===== src/rtl/sram_pkg.sv =====
// Shared types and default widths for the SRAM request adapter and its response FIFO.
package sram_pkg;

  localparam int DEFAULT_DATA_WIDTH    = 128;
  localparam int DEFAULT_ADDRESS_WIDTH = 7;
  localparam int DEFAULT_READ_LATENCY  = 2;

  typedef enum logic {
    ST_INIT = 1'b0,
    ST_RUN  = 1'b1
  } state_e;

endpackage


===== src/rtl/sram_rsp_fifo.sv =====
// Small circular FIFO that holds read data returning from the SRAM until the requester takes it.
module sram_rsp_fifo
  import sram_pkg::*;
#(
  parameter int WIDTH = DEFAULT_DATA_WIDTH,
  parameter int DEPTH = DEFAULT_READ_LATENCY + 1
) (
  input  logic                       i_clk,
  input  logic                       i_rst_n,
  input  logic                       i_push,
  input  logic [WIDTH-1:0]           i_push_data,
  input  logic                       i_pop,
  output logic [WIDTH-1:0]           o_pop_data,
  output logic                       o_empty,
  output logic [$clog2(DEPTH+1)-1:0] o_count
);

  localparam int                 PTR_W = (DEPTH > 1) ? $clog2(DEPTH) : 1;
  localparam int                 CNT_W = $clog2(DEPTH + 1);
  localparam logic [PTR_W-1:0]   LAST  = PTR_W'(DEPTH - 1);

  logic [WIDTH-1:0] mem_q [DEPTH];
  logic [PTR_W-1:0] wr_ptr_q, wr_ptr_d;
  logic [PTR_W-1:0] rd_ptr_q, rd_ptr_d;
  logic [CNT_W-1:0] count_q, count_d;
  logic             full;
  logic             do_push;
  logic             do_pop;

  assign full    = (count_q == CNT_W'(DEPTH));
  assign do_pop  = i_pop && (count_q != '0);
  assign do_push = i_push && (!full || do_pop);

  // NOTE: every variable assigned here gets its hold value first, so no path can infer a latch.
  always_comb begin
    wr_ptr_d = wr_ptr_q;
    rd_ptr_d = rd_ptr_q;
    count_d  = count_q;
    if (do_push) wr_ptr_d = (wr_ptr_q == LAST) ? '0 : wr_ptr_q + 1'b1;
    if (do_pop)  rd_ptr_d = (rd_ptr_q == LAST) ? '0 : rd_ptr_q + 1'b1;
    case ({do_push, do_pop})
      2'b10:   count_d = count_q + 1'b1;
      2'b01:   count_d = count_q - 1'b1;
      default: count_d = count_q;
    endcase
  end

  // NOTE: state registers use non-blocking assignment so every flop samples pre-edge values.
  always_ff @(posedge i_clk or negedge i_rst_n) begin
    if (!i_rst_n) begin
      wr_ptr_q <= '0;
      rd_ptr_q <= '0;
      count_q  <= '0;
    end else begin
      wr_ptr_q <= wr_ptr_d;
      rd_ptr_q <= rd_ptr_d;
      count_q  <= count_d;
    end
  end

  // NOTE: storage has no reset; whether an entry is meaningful is tracked by count_q alone.
  always_ff @(posedge i_clk) begin
    if (do_push) mem_q[wr_ptr_q] <= i_push_data;
  end

  assign o_pop_data = mem_q[rd_ptr_q];
  assign o_empty    = (count_q == '0);
  assign o_count    = count_q;

endmodule


===== src/rtl/sram_req_adapter.sv =====
// Valid/ready front end for a byte-enabled single-port SRAM with credit-limited, in-order reads.
// Defining SRAM_REQ_ADAPTER_INIT_EN adds a power-up zero-fill of the whole SRAM before traffic.
module sram_req_adapter
  import sram_pkg::*;
#(
  parameter int DATA_WIDTH    = DEFAULT_DATA_WIDTH,
  parameter int ADDRESS_WIDTH = DEFAULT_ADDRESS_WIDTH,
  parameter int READ_LATENCY  = DEFAULT_READ_LATENCY
) (
  input  logic                      i_clk,
  input  logic                      i_rst_n,
  input  logic                      i_req_valid,
  output logic                      o_req_ready,
  input  logic                      i_req_write,
  input  logic [ADDRESS_WIDTH-1:0]  i_req_address,
  input  logic [DATA_WIDTH-1:0]     i_req_write_data,
  input  logic [DATA_WIDTH/8-1:0]   i_req_byte_enable,
  output logic                      o_rsp_valid,
  input  logic                      i_rsp_ready,
  output logic [DATA_WIDTH-1:0]     o_rsp_read_data,
  output logic                      o_sram_write_enable,
  output logic [ADDRESS_WIDTH-1:0]  o_sram_address,
  output logic [DATA_WIDTH-1:0]     o_sram_write_data,
  output logic [DATA_WIDTH/8-1:0]   o_sram_byte_enable,
  input  logic [DATA_WIDTH-1:0]     i_sram_read_data,
  output logic                      o_init_done
);

  localparam int FIFO_DEPTH = READ_LATENCY + 1;
  localparam int CNT_W      = $clog2(FIFO_DEPTH + 1);

  logic                     run;
  logic                     init_wr;
  logic [ADDRESS_WIDTH-1:0] init_addr;
  logic                     req_fire;
  logic                     rsp_pop;
  logic                     fifo_empty;
  logic [CNT_W-1:0]         fifo_count;
  logic [READ_LATENCY-1:0]  rd_pipe_q, rd_pipe_d;
  logic [CNT_W:0]           in_flight;
  logic [CNT_W:0]           credit_used;

`ifdef SRAM_REQ_ADAPTER_INIT_EN
  state_e                   state_q, state_d;
  logic [ADDRESS_WIDTH-1:0] init_addr_q, init_addr_d;

  always_ff @(posedge i_clk or negedge i_rst_n) begin
    if (!i_rst_n) begin
      state_q     <= ST_INIT;
      init_addr_q <= '0;
    end else begin
      state_q     <= state_d;
      init_addr_q <= init_addr_d;
    end
  end

  always_comb begin
    state_d     = state_q;
    init_addr_d = init_addr_q;
    if (state_q == ST_INIT) begin
      init_addr_d = init_addr_q + 1'b1;
      if (&init_addr_q) state_d = ST_RUN;
    end
  end

  assign run         = (state_q == ST_RUN);
  // The zero-fill strobe must stay quiet while reset is held, even though the FSM sits in INIT.
  assign init_wr     = (state_q == ST_INIT) && i_rst_n;
  assign init_addr   = init_addr_q;
  assign o_init_done = run;
`else
  logic live_q;

  always_ff @(posedge i_clk or negedge i_rst_n) begin
    if (!i_rst_n) live_q <= 1'b0;
    else          live_q <= 1'b1;
  end

  assign run         = live_q;
  assign init_wr     = 1'b0;
  assign init_addr   = '0;
  assign o_init_done = i_rst_n;
`endif

  assign req_fire = i_req_valid && o_req_ready;
  assign rsp_pop  = o_rsp_valid && i_rsp_ready;

  always_comb begin
    o_sram_write_enable = 1'b0;
    o_sram_address      = i_req_address;
    o_sram_write_data   = i_req_write_data;
    o_sram_byte_enable  = i_req_byte_enable;
    if (init_wr) begin
      o_sram_write_enable = 1'b1;
      o_sram_address      = init_addr;
      o_sram_write_data   = '0;
      o_sram_byte_enable  = '1;
    end else if (req_fire && i_req_write) begin
      o_sram_write_enable = 1'b1;
    end
  end

  always_comb begin
    rd_pipe_d    = rd_pipe_q << 1;
    rd_pipe_d[0] = req_fire && !i_req_write;
  end

  always_ff @(posedge i_clk or negedge i_rst_n) begin
    if (!i_rst_n) rd_pipe_q <= '0;
    else          rd_pipe_q <= rd_pipe_d;
  end

  // NOTE: blocking assignment is intended here; the loop accumulates a running sum within one evaluation.
  always_comb begin
    in_flight = '0;
    for (int i = 0; i < READ_LATENCY; i++) begin
      in_flight = in_flight + (CNT_W+1)'(rd_pipe_q[i]);
    end
    credit_used = in_flight + (CNT_W+1)'(fifo_count) - (CNT_W+1)'(rsp_pop);
  end

  // A pop in the same cycle hands its slot straight back, which is what sustains one read per cycle.
  assign o_req_ready = run && (credit_used < (CNT_W+1)'(FIFO_DEPTH));

  sram_rsp_fifo #(
    .WIDTH (DATA_WIDTH),
    .DEPTH (FIFO_DEPTH)
  ) u_rsp_fifo (
    .i_clk       (i_clk),
    .i_rst_n     (i_rst_n),
    .i_push      (rd_pipe_q[READ_LATENCY-1]),
    .i_push_data (i_sram_read_data),
    .i_pop       (rsp_pop),
    .o_pop_data  (o_rsp_read_data),
    .o_empty     (fifo_empty),
    .o_count     (fifo_count)
  );

  assign o_rsp_valid = !fifo_empty;

endmodule


===== config.mk =====
export PLATFORM = sky130hd
export DESIGN_NAME = sram_req_adapter
export DESIGN_NICKNAME = d
export VERILOG_FILES = /design/src/rtl/sram_pkg.sv /design/src/rtl/sram_rsp_fifo.sv /design/src/rtl/sram_req_adapter.sv
export SDC_FILE = /design/constraint.sdc
export NUM_CORES = 1
export LEC_CHECK = 0
export BUFFER_PORTS_ARGS = -buffer_cell sky130_fd_sc_hd__buf_2
export CORE_AREA = 2 2 223 225
export CTS_BUF_LIST = sky130_fd_sc_hd__clkbuf_2
export DETAILED_ROUTE_END_ITERATION = 16
export DIE_AREA = 0 0 225 227
export PLACE_DENSITY_LB_ADDON = 0.15
export SKIP_CTS_REPAIR_TIMING = 1
export SYNTH_ARGS = -nofsm -noshare
export SYNTH_HDL_FRONTEND = slang
export SYNTH_SLANG_ARGS = --single-unit

===== constraint.sdc =====
create_clock -name i_clk -period 14.2 [get_ports i_clk]
set_input_delay 0.71 -clock i_clk [delete_from_list [all_inputs] [get_ports i_clk]]
set_output_delay 0.71 -clock i_clk [all_outputs]
set_load 0.005 [all_outputs]

==> results.cfg <==
[outcome]
outcome = completed

[global_routing]
grt_start_max_net_pins = 125
grt_pass1_wl_mm = 67.0
grtUsageTotal_pct = 19.2
grt_pass1_vias = 8465
antenna_found_initial = 6
grt-ovfl-total = 0

[logic_synthesis]
ys.flop_type = edfxtp_1
netlist_instances = 1008
synth_edf_count = 384
avgSynthCellArea_um2 = 15.7
synth_warnings = 0
ys_seq_area_share_pct = 74.2
syn_nets = 1296
syn_area_mm2 = 0.0158
yosysUniqueCellTypes = 27
synth-seq-cells = 393
postSynth.asyncResetShare_pct = 2.29

[setup_path]
path_class = flop to output pin
worst_ep_arrival_time_ps = 3970
crit_chain = buf_4 > buf_4 > o21ai_0 > buf_2
cp-end-kind = output pin
crit_path_max_incr_delay_ps = 940
cp_max_fo = 96
startpoint_type = flop
slowest_stage = dfrtp_4
cp_num_buf_inv = 3
cp.required_ps = 13490
path_delay_family = buffers and inverters
cpMostUsedCell = buf_4

[floorplanning]
core_mm2 = 0.0485
dieWidth_um = 225
start_util_pct = 32.6
dieArea_mm2 = 0.0511
pin_count = 567
rows = 81
die-height_um = 227

[place]
gp_congestion = 0.810
dpl_cell_area_mm2 = 0.0166
hpwl_mm = 37.0
place_inst = 1708
port_buffers = 264

[detailed_routing]
highest_layer = met5
vias = 9123
wl_per_cell_um = 25.4
wl_met3_mm = 10.5
dr.pass1.iters = 4
antenna_left = 0
avgViaCountPerCell = 4.49
wirelength_met1_mm = 15.7
dr_wl_met2_mm = 24.6
finalWirelength_mm = 51.7
drc = 0
drtIter0Drc = 424

[timing]
clock-skew-final_ps = 69.8
setup_viol = 0
fin_crit_sh_pct = 33.0
finalMaxSlewViolations = 0
worst_pin_slew_ps = 969
fmax_ghz = 0.214
period_minus_slack_ps = 4680
relSlewSlack_pct = 35.4
grt_setup_unrepaired = false
setup_tns_ps = 0
hold_viol_final = 0

[final_layout]
stdcell_count = 2031
nNetsFinal = 1612
regArea_mm2 = 0.0118
drive_gt1_share_pct = 32.1
final_common_cell = edfxtp_1
n_fill_cell = 4579
final_cell_mix = edfxtp_1, buf_2, clkbuf_2
multi_input_area_mm2 = 0.00267
areaGrowthSynthToFinish_pct = 19.6
design_area_mm2 = 0.0189
post-route-util_pct = 39.0

[clock_tree]
cts_tree = built
clock_path_buffers = 3
cts_max_level = 3
cts_sinks = 393
root_buffer = clkbuf_2
insertion_delay_ps = 1080
clk_pin_slew_worst_paths_ps = 90
cts_buffers = 104

[worst_hold_path]
holdCritPathClass = input port to flop

[pwr]
fin_total_pwr_w = 0.00299
p_leak_nw = 7.06
peakVddDrop_v = 0.0000709
p_per_area_mw_per_mm2 = 158

[flow_run]
drv_cap = 0
through the flow:
stage | hold slack [ps] | setup WS (ps)
after CTS | -658 | 9210
after floorplan | 354 | 3330
after detailed placement | 383 | 10450
final | 154 | 9520
after global placement | 362 | 10550
after global routing | -19.1 | 9010
layout make-up:
cell class | instances | area share, %
clock buffer | 160 | 4.23
inverter | 7 | 0.139
multi-input combinational | 412 | 14.1
sequential | 393 | 62.1
timing repair buffer | 406 | 14.4
clock inverter | 25 | 0.852
antenna | 6 | 0.0793
tap | 622 | 4.11
per-layer routing:
layer / track usage [%] / vias to the layer above
met5: 0.285 / -
met4: 5.26 / 4
met3: 19.2 / 67
met2: 30.5 / 611
met1: 16.8 / 4204
li1: - / 4237
report_power, final:
part | total [W] | internal [W] | switching (W)
registers | 0.00143 | 0.00135 | 0.0000751
logic | 0.000766 | 0.000341 | 0.000425
clock network | 0.000794 | 0.000335 | 0.000460
worst min-delay path, cell delays in order:
cell and delay, ps:
buf_2 130, o31ai_4 100, mux2_4 200
worst paths after layout:
kind                                             start                      to  slack, ps  depth (start not counted)
worst max register to register   u_rsp_fifo.o_count[0]            rd_pipe_q[0]      10930                         10
worst min-delay path                       i_rsp_ready  u_rsp_fifo.wr_ptr_q[0]        150                          3
worst max-delay path            u_rsp_fifo.rd_ptr_q[1]     o_rsp_read_data[61]       9520                          4
worst min register to register            rd_pipe_q[0]            rd_pipe_q[1]        400                          0
max in group asynchronous                      i_rst_n  u_rsp_fifo.rd_ptr_q[0]      13100                          3
min in group asynchronous                      i_rst_n   u_rsp_fifo.o_count[0]        730                          3
flip-flops by register name (all words and copies together), names as in the netlist:
register             count
live_q                   1
rd_pipe_q                2
u_rsp_fifo.mem_q       384
u_rsp_fifo.o_count       2
u_rsp_fifo.rd_ptr_q      2
u_rsp_fifo.wr_ptr_q      2
logic make-up after synthesis:
kind of cell,Yosys count,synth area share [%]
muxes,130,8.28
buffers and inverters,203,9.02
AOI/OAI and AO/OA,132,4.30
xor gates and xnor gates,4,0.221
other,1,0.0237
DFF,393,74.2
adders and majority gates,4,0.411
and+or+nand+nor,141,3.53
synth_stat cells (3+ instances only):
library cell / number / area share (%)
xnor2_1: 3 / 0.17
o21ai_0: 129 / 4.1
inv_1: 5 / 0.12
mux2i_1: 128 / 8.1
nand2_1: 129 / 3.1
buf_2: 8 / 0.25
clkbuf_1: 22 / 0.52
edfxtp_1: 384 / 73
dfrtp_1: 9 / 1.4
buf_6: 9 / 0.64
buf_4: 157 / 7.4
Note: power is estimated with default switching activity, not from simulation.
